[config.mk]
export PLATFORM = sky130hd
export DESIGN_NAME = vga_flash_responder
export DESIGN_NICKNAME = d
export VERILOG_FILES = /design/src/rtl/vga_flash_responder.sv
export SDC_FILE = /design/constraint.sdc
export NUM_CORES = 1
export LEC_CHECK = 0
export ABC_AREA = 1
export BUFFER_PORTS_ARGS = -buffer_cell sky130_fd_sc_hd__buf_2
export CAP_MARGIN = 20
export CELL_PAD_IN_SITES_DETAIL_PLACEMENT = 1
export CELL_PAD_IN_SITES_GLOBAL_PLACEMENT = 1
export CORE_MARGIN = 10
export CORE_UTILIZATION = 33
export DETAILED_ROUTE_END_ITERATION = 12
export GPL_ROUTABILITY_DRIVEN = 0
export HOLD_SLACK_MARGIN = 0.03
export PLACE_DENSITY_LB_ADDON = 0.1
export SYNTH_ARGS = -nofsm -noshare
export SYNTH_HDL_FRONTEND = slang
export SYNTH_SLANG_ARGS = --single-unit
[constraint.sdc]
create_clock -name clk -period 2.2 [get_ports clk]
set_clock_uncertainty 0.1 [all_clocks]
set_input_delay 0.11 -clock clk [delete_from_list [all_inputs] [get_ports clk]]
set_output_delay 0.11 -clock clk [all_outputs]
set_load 0.05 [all_outputs]
[src/rtl/vga_flash_responder.sv]
// vga_flash_responder: serves VGA framebuffer-fill word reads from a 16-bit
// asynchronous NOR flash. Runs the flash power-up sequence, then performs one
// timed read per request and returns the word with a multi-cycle success pulse.
module vga_flash_responder #(
  parameter int RP_CYCLES      = 4,
  parameter int RECOVER_CYCLES = 8,
  parameter int READ_CYCLES    = 6,
  parameter int SUCCESS_CYCLES = 3
) (
  input  logic        clk,
  input  logic        rst,
  input  logic        vga_re,
  input  logic [22:0] vga_addr,
  output logic [15:0] vga_data,
  output logic        vga_success,
  output logic        ready,
  output logic [22:0] flash_a,
  inout  wire  [15:0] flash_d,
  output logic        flash_ce_n,
  output logic        flash_oe_n,
  output logic        flash_we_n,
  output logic        flash_rp_n,
  output logic        flash_byte_n,
  output logic        flash_vpen
);

  typedef enum logic [2:0] {
    PWRUP,
    RECOVER,
    IDLE,
    ACCESS,
    RESP,
    GAP
  } state_t;

  state_t      state, state_nx;
  logic [7:0]  cnt, cnt_nx;
  logic        latch_addr;
  logic        capture_data;

  // The flash is read-only from this block: data bus released, writes and
  // programming disabled, word mode selected.
  assign flash_d      = 16'hzzzz;
  assign flash_we_n   = 1'b1;
  assign flash_byte_n = 1'b1;
  assign flash_vpen   = 1'b0;

  // Status and strobes decode straight from the state register so they are
  // glitch-free and take their reset values on the reset edge.
  assign flash_rp_n  = (state != PWRUP);
  assign ready       = (state == IDLE) || (state == ACCESS) ||
                       (state == RESP) || (state == GAP);
  assign flash_ce_n  = (state != ACCESS);
  assign flash_oe_n  = (state != ACCESS);
  assign vga_success = (state == RESP);

  // State and phase counter register.
  always_ff @(posedge clk) begin
    if (rst) begin
      state <= PWRUP;
      cnt   <= 8'd0;
    end else begin
      state <= state_nx;
      cnt   <= cnt_nx;
    end
  end

  // Next-state logic: each timed phase counts 0..N-1 and restarts the counter
  // on exit.
  always_comb begin
    state_nx     = state;
    cnt_nx       = cnt + 8'd1;
    latch_addr   = 1'b0;
    capture_data = 1'b0;
    case (state)
      PWRUP: begin
        if (cnt == 8'(RP_CYCLES - 1)) begin
          state_nx = RECOVER;
          cnt_nx   = 8'd0;
        end
      end
      RECOVER: begin
        if (cnt == 8'(RECOVER_CYCLES - 1)) begin
          state_nx = IDLE;
          cnt_nx   = 8'd0;
        end
      end
      IDLE: begin
        cnt_nx = 8'd0;
        if (vga_re) begin
          latch_addr = 1'b1;
          state_nx   = ACCESS;
        end
      end
      ACCESS: begin
        if (cnt == 8'(READ_CYCLES - 1)) begin
          capture_data = 1'b1;
          state_nx     = RESP;
          cnt_nx       = 8'd0;
        end
      end
      RESP: begin
        if (cnt == 8'(SUCCESS_CYCLES - 1)) begin
          state_nx = GAP;
          cnt_nx   = 8'd0;
        end
      end
      GAP: begin
        state_nx = IDLE;
        cnt_nx   = 8'd0;
      end
      default: begin
        state_nx = PWRUP;
        cnt_nx   = 8'd0;
      end
    endcase
  end

  // Address latch and read-data capture; both hold between accesses so the
  // address stays stable through ACCESS and the word stays frozen through RESP.
  always_ff @(posedge clk) begin
    if (rst) begin
      flash_a  <= 23'd0;
      vga_data <= 16'd0;
    end else begin
      if (latch_addr) begin
        flash_a <= vga_addr & ~23'd1;
      end
      if (capture_data) begin
        vga_data <= flash_d;
      end
    end
  end

endmodule

# [Yosys cells after proc, flatten, opt, wreduce, memory -nomap -nowiden]
# Cells that the tools add are included.
[word_totals] register_bits=34 inputBits=26 out_inout_bits=63 wordCells=41
[classes] addsub=1 n_eq_ne=15 n_mux=15 n_reduce_logical=6
[ops] cell="two-way mux 8 bit" n=4
[ops] cell="one-hot mux 8 bit (4 select lines)" n=1
[ops] cell="one-hot mux 3 bit (6 select lines)" n=1
[ops] cell="equality test 8 x 2 -> 1 bit (second input constant)" n=2
[ops] cell="equality test 8 x 3 -> 1 bit (second input constant)" n=2
[ops] cell="two-way mux 3 bit" n=5
[ops] cell="adder 8 x 1 -> 8 bit (second input constant)" n=1
[ops] cell="equality test 3 x 2 -> 1 bit (second input constant)" n=2
[ops] cell="equality test 3 bit (second input constant)" n=2
[ops] cell="!= test 2 bit (second input constant)" n=3
[ops] cell="AND reduction 5 bit" n=1
[ops] cell="two-way mux 1 bit" n=4
[ops] cell="!= test 2 x 1 -> 1 bit (second input constant)" n=2
[ops] cell="equality test 3 x 1 -> 1 bit (second input constant)" n=1
[ops] cell="zero test 3 bit" n=1
[ops] cell="logical OR 1 bit" n=3
[ops] cell="!= test 3 x 2 -> 1 bit (second input constant)" n=1
[ops] cell="nonzero test 3 bit" n=1

# [Depth between registers and ports, before layout]
# Gate-level depths: netlist of run 1.
[depth] ltp_word=4 depth_mapped=11 ltp_nobuf=10

# [Worst setup path before layout of run 1]
# Ideal clock, no wire load.
[synth_path] path_type="register -> register" from="register state[0]" to="register cnt[5]" arrival_ns=1.378 setup_slack_ns=0.601 stages_incl_launch_ff=10 cell_sequence="dfxtp_1 buf_6 inv_1 nor2_4 inv_1 nor2_1 nor2_2 nand2_2 nand2_4 nor3b_2"
[synth_between] elab_chain_cells=2
[synth_lines] item="start, declared" line_no="36" text="state_t state, state_nx;"
[synth_lines] item="start signal, assigned" line_no="63" text="state <= state_nx;"
[synth_lines] item="equality test 3 bit, or another cell as far along" line_no="75" text="case (state)"
[synth_lines] item="one-hot mux 8 bit (4 select lines) *" line_no="75"
[synth_lines] item="end signal, assigned" line_no="64" text="cnt <= cnt_nx;"
[synth_lines] item="end, declared" line_no="37" text="logic [7:0] cnt, cnt_nx;"
# Mark *: on every way between the ends. The rest lies on a longest branch, timed or not.
# A chain may end at the register's enable or synchronous reset.

# [Worst setup path after layout of run 1]
[layout_path] from="register cnt[0]" to="register state[1]"
[layout_between] elab_chain_cells=3
[layout_lines] item="equality test 8 x 3 -> 1 bit, or another cell as far along" line_no="83" text="if (cnt == 8'(RECOVER_CYCLES - 1)) begin"
[layout_lines] item="!= test 2 bit (no source line) / != test 2 x 1 -> 1 bit (equally long branches)"
[layout_lines] item="AND reduction 5 bit (no source line) *"
# Marks and branches as above.

==> results of run 1 <==
-- metrics by stage --
stage	total power, uW	setup slack (ps)	hold slack (ps)
after floorplan	1639	601.0	79.07
after global placement	1828	609.2	232.3
after detailed placement	1835	573.1	233.4
after CTS	2353	554.1	222.7
after global routing	2501	339.6	274.2
final	2313	560.6	230.7
-- cells by family (layout without fill, tap and decap cells) --
family,Yosys count,after routing
flops,34,34
compound gates,34,34
other cells,2,20
simple gates,108,108
fa+ha+maj,3,3
buf+inv,59,116
xor+xnor,3,3
-- path summary, 6_finish.rpt --
path	start	to	cells after the start	slack, ps
hold reg to reg	cnt[0]	cnt[0]	1	390
hold / removal	vga_re	state[0]	5	230
setup / recovery	cnt[0]	state[1]	9	560
setup reg to reg	cnt[0]	state[1]	9	560
-- Yosys cell counts --
library cell  instances  area share [%]
buf_2                 4             1.1
nor2_2                4             1.4
o21ai_0              24             6.7
xor2_1                2            0.98
buf_6                 1            0.63
nor2_4                3             1.9
a31oi_1               2            0.70
buf_4                36              15
inv_1                13             2.7
dfxtp_1              34              38
inv_2                 3            0.63
conb_1                2            0.42
a21oi_1               5             1.4
nand2_2               3             1.1
o211ai_1              1            0.42
ha_1                  3             2.1
xnor2_1               1            0.49
o21bai_1              2            0.84
nand2_4               1            0.63
nor3b_2               2             1.4
nand2_1              20             4.2
nor2_1               68              14
nand3_1               6             1.7
nand4_1               1            0.35
clkbuf_2              1            0.28
clkbuf_1              1            0.21
-- layout by cell type (no fill, tap or decap), types with 4 or more instances in the layout --
cell type and instances:
inv_1 13, nand3_1 6, nand2_1 20, buf_2 67, nor2_2 4, dlygate4sd3_1 23
clkbuf_8 6, nor2_1 68, conb_1 20, dfxtp_1 34, a21oi_1 5, o21ai_0 24
-- routing by layer --
layer / vias up / part of all wire [%]
met5: - / 0
met4: 0 / 0.91
met3: 5 / 12
met2: 55 / 47
met1: 752 / 40
li1: 847 / -
-- layout make-up --
class / count / area [um^2] / area share [%]
clock buffers: 7 / 86.33 / 3.754
clock inverters: 1 / 5.005 / 0.2176
inverters: 16 / 60.06 / 2.612
multi-input cells: 168 / 799.5 / 34.77
flip-flops and latches: 34 / 680.7 / 29.60
well taps: 70 / 87.58 / 3.808
repair buffers: 92 / 580.6 / 25.24
-- state kept, by name, indices dropped and copies added (netlist names) --
| signal | flops |
|---|---|
| state | 3 |
| flash_a | 22 |
| cnt | 8 |
| vga_data | 1 |
-- power by group through the flow --
stage / Sequential (uW) / Combinational (uW) / Clock, uW
finish: 781 / 1060 / 473
global route: 799 / 1170 / 532
floorplan: 1010 / 634 / 0
global placement: 792 / 1040 / 0
CTS: 782 / 1070 / 497
detailed placement: 793 / 1040 / 0
-- critical path, cell delays in order, from the launching register on --
cell	delay [ps]
dfxtp_1	410
ha_1	250
nand3_1	120
nor2_1	120
nor2_1	50
nor2_1	190
nand3_1	130
nand2_1	80
nand2_1	40
nor2_1	90
==> impl_metrics.env, run 1 <==
export IMPL_yosys_area_share_simple_pct=26.95
export IMPL_synth_yosys_warnings=0
export IMPL_drtPass1Iterations=4
export IMPL_ir_drop_mv=0.4528
export IMPL_die_area_um2=8743
export IMPL_fill_cells=676
export IMPL_outcome="complete, no violations"
export IMPL_layout_drive_gt1_share_pct=28.93
export IMPL_clkPwrFrac_pct=20.4
export IMPL_clkSinkCount=34
export IMPL_drcViolationCount=0
export IMPL_clk_path_buf_depth=2
export IMPL_cts_tree="done"
export IMPL_coreArea_um2=5172
export IMPL_clk_pin_slew_worst_paths_ps=70
export IMPL_p_int_uw=1238
export IMPL_diodes=0
export IMPL_synth_xor_area_share_pct=1.474
export IMPL_antenna_found_initial=0
export IMPL_drt_iter0_drc=57
export IMPL_post_cts_buffers=0
export IMPL_start_kind="flip-flop"
export IMPL_worstSetupPathType="flip-flop to flip-flop"
export IMPL_route_detailed_wl_per_inst_um=12.78
export IMPL_synth_compound_area_share_pct=10.11
export IMPL_clock_latency_ps=280
export IMPL_switchingPower_uw=1075
export IMPL_globalRouteTotalUtil_pct=11.48
export IMPL_p_comb_share_pct=45.8
export IMPL_rows=26
export IMPL_hpwl_um=3657
export IMPL_num_io_pins=89
export IMPL_drv_slew=0
export IMPL_design_area_um2=2300
export IMPL_post_route_period_util_pct=74.52
export IMPL_ctsHoldBuffers=23
export IMPL_endpoint_kind="flip-flop"
export IMPL_ant_nets=0
export IMPL_grt_pass1_vias=1703
export IMPL_layoutNonFillerInstCount=388
export IMPL_synth_cells=243
export IMPL_finalCriticalPeriod_ps=1639
export IMPL_setup_viol=0
export IMPL_worst_pin_slew_ps=631.7
export IMPL_crit_required_ps=2320
export IMPL_grtUsageMet3_pct=6.795
export IMPL_timing_fmax_mhz=610.0
export IMPL_ys_ff_latch=34
export IMPL_die_h_um=93.51
export IMPL_place_area_um2=1978
export IMPL_swShare_pct=46.49
export IMPL_grt_max_degree=25
export IMPL_grt_remaining_overflow=0
export IMPL_p_seq_share_pct=33.8
export IMPL_cts_resized=0
export IMPL_grtUsageMet2_pct=18.16
export IMPL_numCtsBuffers=5
export IMPL_rsz0062_at_grt="no"
export IMPL_synth_adder_area_share_pct=2.105
export IMPL_port_buffers=67
export IMPL_synthMuxAreaShare_pct=0
export IMPL_crit_arrival_ps=1760
export IMPL_dp_cells=357
export IMPL_worstPathMaxFanout=5
export IMPL_start_util_pct=34.47
export IMPL_drv_cap=0
export IMPL_vias=1659
export IMPL_fin_nets=346
export IMPL_die_x_um=93.51
export IMPL_via_per_inst=4.276
export IMPL_hold_viol=0
export IMPL_synth_distinct_cells=26
export IMPL_utilization_pct=44.46
export IMPL_syn_area_um2=1783
export IMPL_powerDensity_nw_per_um2=1006
export IMPL_syn2layout_area_growth_pct=28.98
export IMPL_ys_seq_area_share_pct=38.18
export IMPL_grt_pass1_wl_um=8190
export IMPL_hold_path_class="input pin to flip-flop"
export IMPL_wl_um=4959
export IMPL_htree_levels=2
export IMPL_grt_busiest_layer="met2"
export IMPL_avgSynthCellArea_um2=7.337
export IMPL_slew_limit_headroom_pct=57.84
export IMPL_gr_usage_met1_pct=12.78
export IMPL_cellLeakagePower_uw=0.001187
export IMPL_setup_tns_ps=0
export IMPL_cts_root_buffer="clkbuf_8"
export IMPL_synth_top_family_by_area="simple AND/OR/NAND/NOR gates"
Power figures use the tool's default switching activity.
==> run 2, diff against run 1 <==
--- a/config.mk
+++ b/config.mk
@@ -5,13 +5,13 @@
 export SDC_FILE = /design/constraint.sdc
 export NUM_CORES = 1
 export LEC_CHECK = 0
-export ABC_AREA = 1
+export ABC_AREA = 0
 export BUFFER_PORTS_ARGS = -buffer_cell sky130_fd_sc_hd__buf_2
 export CAP_MARGIN = 20
 export CELL_PAD_IN_SITES_DETAIL_PLACEMENT = 1
 export CELL_PAD_IN_SITES_GLOBAL_PLACEMENT = 1
 export CORE_MARGIN = 10
-export CORE_UTILIZATION = 33
+export CORE_UTILIZATION = 32
 export DETAILED_ROUTE_END_ITERATION = 12
 export GPL_ROUTABILITY_DRIVEN = 0
 export HOLD_SLACK_MARGIN = 0.03
==> constraint.sdc (replaced) <==
create_clock -name clk -period 1.7 [get_ports clk]
set_clock_uncertainty 0.1 [all_clocks]
set_input_delay 0.085 -clock clk [delete_from_list [all_inputs] [get_ports clk]]
set_output_delay 0.085 -clock clk [all_outputs]
set_load 0.05 [all_outputs]
==> run 2 against run 1 <==
Compared with the run above: combinational power decreased by 4%; sequential share of layout area down 0.61 points; sequential power is 25% higher; global-route usage is 0.41 points lower; highest routed layer unchanged; area after synthesis increased by 0.28%; flip-flop and latch count unchanged; die area up 2.7%.
==> impl_metrics.env, run 2 <==
export IMPL_outcome="complete, no violations"
export IMPL_cts_tree="done"
export IMPL_antenna_found_initial=0
export IMPL_crit_arrival_ps=1670
export IMPL_layout_common_cells="66 x buf_2, 46 x nand2_1, 29 x dfxtp_1, 25 x a21oi_1, 23 x dlygate4sd3_1"
export IMPL_r2r_start="cnt[2]"
export IMPL_ys_seq_area_share_pct=38.07
export IMPL_drv_slew=0
export IMPL_drt_iter0_drc=38
export IMPL_endpoint_kind="flip-flop"
export IMPL_cp_depth=4
export IMPL_finalCriticalPeriod_ps=1618
export IMPL_hold_viol=0
export IMPL_cp_top_family="simple AND/OR/NAND/NOR gates"
export IMPL_synth_yosys_warnings=0
export IMPL_clk_pin_slew_worst_paths_ps=70
export IMPL_clock_latency_ps=280
export IMPL_reg2reg_setup_slack_ps=80
export IMPL_layout_commonest_cell="buf_2"
export IMPL_cellLeakagePower_uw=0.001081
export IMPL_cp_slowest_cell="dfxtp_4"
export IMPL_hp_start="vga_re"
export IMPL_htree_levels=2
export IMPL_crit_start="cnt[2]"
export IMPL_reg2reg_depth=4
export IMPL_route_detailed_wl_per_inst_um=14.20
export IMPL_setup_viol=0
export IMPL_whs_path_depth=4
export IMPL_syn2layout_area_growth_pct=33.03
export IMPL_globalRouteTotalUtil_pct=11.07
export IMPL_cts_root_buffer="clkbuf_8"
export IMPL_path_cells="nor4_4 > nand4_2 > a31oi_4 > a211oi_1"
export IMPL_crit_buf_inv=0
export IMPL_diodes=0
export IMPL_crit_required_ps=1760
export IMPL_yosysTopAreaCellShare_pct=38.07
export IMPL_powerDensity_nw_per_um2=1154
export IMPL_syn_area_um2=1788
export IMPL_fin_nets=312
export IMPL_setup_tns_ps=0
export IMPL_clkSinkCount=34
export IMPL_rsz0062_at_grt="no"
export IMPL_start_kind="flip-flop"
export IMPL_die_area_um2=8978
export IMPL_hpwl_um=3631
export IMPL_numCtsBuffers=5
export IMPL_hold_path_class="input pin to flip-flop"
export IMPL_worstSetupPathType="flip-flop to flip-flop"
export IMPL_worstPathMaxFanout=8
export IMPL_rows=27
export IMPL_top_regs="flash_a x22, cnt x8, state x3"
export IMPL_layout_drive_gt1_share_pct=33.92
export IMPL_yosysMostFrequentCell="nand2_1"
export IMPL_synth_distinct_cells=42
export IMPL_async_flop_share_pct=0
export IMPL_drcViolationCount=0
export IMPL_avgSynthCellArea_um2=8.596
export IMPL_largest_reg_flops=22
export IMPL_ys_ff_latch=34
export IMPL_yosys_top_cells_count="46 x nand2_1, 37 x buf_4, 34 x dfxtp_1, 25 x a21oi_1"
export IMPL_vias=1563
export IMPL_utilization_pct=43.46
export IMPL_coreArea_um2=5473
export IMPL_cp_endpoint="cnt[3]"
export IMPL_reg2reg_to="cnt[3]"
export IMPL_ys_flop_type="dfxtp_1"
export IMPL_die_x_um=94.75
export IMPL_start_util_pct=32.67
export IMPL_grt_pass1_wl_um=8010
export IMPL_grt_max_degree=23
export IMPL_synth_top_cell_by_area="dfxtp_1"
export IMPL_die_h_um=94.75
export IMPL_via_per_inst=4.403
export IMPL_timing_fmax_mhz=617.9
export IMPL_ant_nets=0
export IMPL_top_register="flash_a"
export IMPL_drtPass1Iterations=4
export IMPL_post_route_period_util_pct=95.20
export IMPL_port_buffers=67
export IMPL_cp_slowest_stage_delay_ps=390
export IMPL_grt_pass1_vias=1615
export IMPL_drv_cap=0
export IMPL_ir_drop_mv=0.3556
export IMPL_grt_remaining_overflow=0
export IMPL_num_io_pins=89
export IMPL_synth_cells=208
export IMPL_synth_area_top_cells="dfxtp_1 38%, buf_4 16%, nand2_1 9.7%, a21oi_1 7.0%, a31oi_4 2.4%"
export IMPL_clk_path_buf_depth=2
export IMPL_synth_edf_count=0
export IMPL_wl_um=5042
## run 2: cell type report
type                            count  area (um^2)
Multi-Input combinational cell    142        829.5
Fill cell                         693         3094
Clock inverter                      1        30.03
Clock buffer                        6        82.58
Sequential cell                    34        689.4
Timing Repair Buffer               97        645.6
Tap cell                           72        90.09
Inverter                            3        11.26
## run 2: how the worst min path moves through the flow
stage / end / slack [ps]
final: state[0] / 130
after global routing: state[0] / 170
after CTS: state[0] / 130
after detailed placement: flash_a[7] / 230
after global placement: flash_a[7] / 230
after floorplan: flash_a[10] / 120
## run 2: through the flow
step           std cells  hold WS [ps]  worst slack, ps  instance area [um^2]  total power (uW)
2_1_floorplan        226         121.0           -68.52                  1862              1752
3_3_place_gp         325         227.4            83.49                  2024              1963
3_5_place_dp         325         231.9            54.13                  2024              1970
4_1_cts              355         129.8            43.02                  2369              2790
5_1_grt              355         173.7            11.52                  2379              2927
6_report             355         132.2            81.59                  2379              2744
## run 2: worst reg2reg max path: stages, from the launching register on
cell and delay [ps]:
dfxtp_4 390, nor4_4 390, nand4_2 200, a31oi_4 300
a211oi_1 120
## run 2: report_power, final
group	internal, uW	leakage (uW)	switching, uW
clock	469	0.0000573	284
combinational	336	0.000746	682
sequential	887	0.000278	85.9
total	1690	0.00108	1050
## run 2: what timing repair did
item | in CTS | in global routing
hold endpoints to repair | 24 | 0
gates resized for setup | 1 | 6
buffers inserted | 0 | 0
hold buffers | 23 | 0
pin swaps | 0 | 3
endpoints found under the setup margin | 1 | 8
## run 2: kinds of logic (layout without fill, tap and decap cells)
family	after synthesis	after routing	synth area share [%]
buf+inv	50	107	19.45
xor+xnor	7	7	3.429
fa+ha+maj	3	3	2.100
compound gates	39	39	14.49
other cells	2	20	0.4200
simple gates	73	73	22.05
flops	34	34	38.07
## run 2: per-layer routing
layer / vias up / global-route usage, % / part of all wire [%] / wire, um
met1: 718 / 13.21 / 43 / 2190
li1: 780 / - / - / -
met4: 0 / 3.741 / 1.1 / 57
met3: 6 / 4.124 / 9.1 / 459
met5: - / 0 / 0 / 0
met2: 59 / 17.91 / 46 / 2335
==> run 3, diff against run 2 <==
==> constraint.sdc (replaced) <==
create_clock -name clk -period 1.52 [get_ports clk]
set_clock_uncertainty 0.1 [all_clocks]
set_input_delay 0.076 -clock clk [delete_from_list [all_inputs] [get_ports clk]]
set_output_delay 0.076 -clock clk [all_outputs]
set_load 0.05 [all_outputs]
==> run 3 against run 2 <==
Compared with the run above: the flow now finishes with violations (setup timing); non-clock buffer count up 20; sequential power up 14%; register-to-register slack got worse by 120 ps; die area unchanged; design area increased by 25%; global-route usage up 0.53 points; final cell count increased by 5.9%; sequential share of layout area down 5.4 points; fmax increased by 3.7%; hold slack gained 99 ps; total power up 38%; largest cell class unchanged; largest power group unchanged.
==> impl_metrics.env, run 3 (synthesis gave the netlist of run 2 again) <==
export IMPL_antenna_found_initial=0
export IMPL_layout_common_cells="63 x buf_2, 26 x dfxtp_1, 23 x nand2_1, 23 x dlygate4sd3_1, 22 x nand2_4"
export IMPL_die_x_um=94.75
export IMPL_violations="setup timing"
export IMPL_crit_arrival_ps=1620
export IMPL_ir_drop_mv=0.5059
export IMPL_grt_pass1_vias=1702
export IMPL_layout_commonest_cell="buf_2"
export IMPL_p_comb_share_pct=44.2
export IMPL_layoutNonFillerInstCount=376
export IMPL_die_h_um=94.75
export IMPL_timing_fmax_mhz=640.9
export IMPL_rsz0062_at_grt="yes"
export IMPL_holdWs_ps=230.8
export IMPL_route_detailed_wl_per_inst_um=15.83
export IMPL_drt_iter0_drc=21
export IMPL_port_buffers=67
export IMPL_vias=1705
export IMPL_hpwl_um=3718
export IMPL_start_util_pct=32.67
export IMPL_start_kind="flip-flop"
export IMPL_clk_path_buf_depth=2
export IMPL_drtPass1Iterations=4
export IMPL_drv_cap=0
export IMPL_cellLeakagePower_uw=0.001269
export IMPL_clk_pin_slew_worst_paths_ps=70
export IMPL_layout_drive_gt1_share_pct=58.55
export IMPL_setup_viol=18
export IMPL_crit_required_ps=1580
export IMPL_fin_nets=332
export IMPL_numCtsBuffers=5
export IMPL_post_route_period_util_pct=102.7
export IMPL_cts_root_buffer="clkbuf_8"
export IMPL_grt_max_degree=23
export IMPL_hold_viol=0
export IMPL_dp_cells=336
export IMPL_hold_path_class="input pin to flip-flop"
export IMPL_diodes=0
export IMPL_die_area_um2=8978
export IMPL_powerDensity_nw_per_um2=1276
export IMPL_clock_latency_ps=280
export IMPL_drcViolationCount=0
export IMPL_setup_slack_ps=-40.34
export IMPL_top_register="flash_a"
export IMPL_clkSinkCount=34
export IMPL_syn2layout_area_growth_pct=66.34
export IMPL_worstSetupPathType="flip-flop to flip-flop"
export IMPL_ant_nets=0
export IMPL_cts_tree="done"
export IMPL_largest_reg_flops=22
export IMPL_clkPwrFrac_pct=26.5
export IMPL_grt_pass1_wl_um=8431
export IMPL_worstPathMaxFanout=5
export IMPL_globalRouteTotalUtil_pct=11.60
export IMPL_htree_levels=2
export IMPL_wl_um=5952
export IMPL_fill_cells=636
export IMPL_top_regs="flash_a x22, cnt x8, state x3"
export IMPL_grt_remaining_overflow=0
export IMPL_rows=27
export IMPL_drv_slew=0
export IMPL_p_seq_share_pct=29.2
export IMPL_dpl_worst_slack_ps=-40.77
export IMPL_p_int_uw=2355
export IMPL_via_per_inst=4.535
export IMPL_outcome="finished with violations"
export IMPL_finalCriticalPeriod_ps=1560
export IMPL_switchingPower_uw=1441
export IMPL_coreArea_um2=5473
export IMPL_swShare_pct=37.97
export IMPL_utilization_pct=54.34
export IMPL_num_io_pins=89
export IMPL_endpoint_kind="flip-flop"
==> run 3: cell types whose count changed in the layout (fill, tap and decap cells not counted), sizes merged <==
cell / previous run / this run
buf: 73 / 92
clkinv: 0 / 1
bufinv: 1 / 2
==> run 3: cell type report <==
class	count	area, um^2	area share, %
Clock inverter	3	68.82	2.314
Inverter	3	11.26	0.3786
Tap cell	72	90.09	3.029
Multi-Input combinational cell	142	1155	38.83
Clock buffer	5	68.82	2.314
Timing Repair Buffer	117	879.6	29.58
Sequential cell	34	700.7	23.56
==> run 3: metrics by stage <==
| stage | power, uW | TNS, ps | instance area, um^2 |
|---|---|---|---|
| detailed placement | 2249 | -372.9 | 2107 |
| global route | 4005 | -2495 | 2974 |
| floorplan | 1960 | -1755 | 1862 |
| CTS | 3447 | -340.1 | 2580 |
| finish | 3796 | -497.5 | 2974 |
| global placement | 2245 | -287.9 | 2107 |
==> run 3: worst paths after layout <==
check                           slack (ps)  cells past startpoint           to   startpoint
worst max-delay path                   -40                      5       cnt[0]     state[0]
worst min-delay path                   230                      4     state[0]       vga_re
worst max register to register         -40                      5       cnt[0]     state[0]
worst min register to register         370                      2  flash_a[17]  flash_a[17]
==> run 3: critical path, cell delays in order, from the launching register on <==
cell and delay [ps]:
dfxtp_4 370, buf_6 120, nand3b_1 290, nand4_4 170, a31oi_4 300, a211oi_2 110
==> run 3: what timing repair did <==
item | CTS | global route
hold buffers | 23 | 0
endpoints found under the setup margin | 35 | 34
endpoints found under the hold margin | 24 | 0
buffers inserted | 3 | 4
pin swaps | 5 | 56
cloned | 0 | 2
gates resized for setup | 27 | 83
==> run 3: power groups by stage <==
stage / sequential, uW / clock [uW] / combinational [uW]
final: 1110 / 1010 / 1680
after global routing: 1130 / 1080 / 1800
after CTS: 1070 / 1030 / 1350
after detailed placement: 1080 / 0 / 1170
after global placement: 1080 / 0 / 1170
after floorplan: 1240 / 0 / 721
==> run 3: metal layers <==
metal  wire (um)  GRT usage (%)
met1        2535          14.18
met2        2966          18.76
met3         402          3.886
met4          47          3.741
met5           0              0
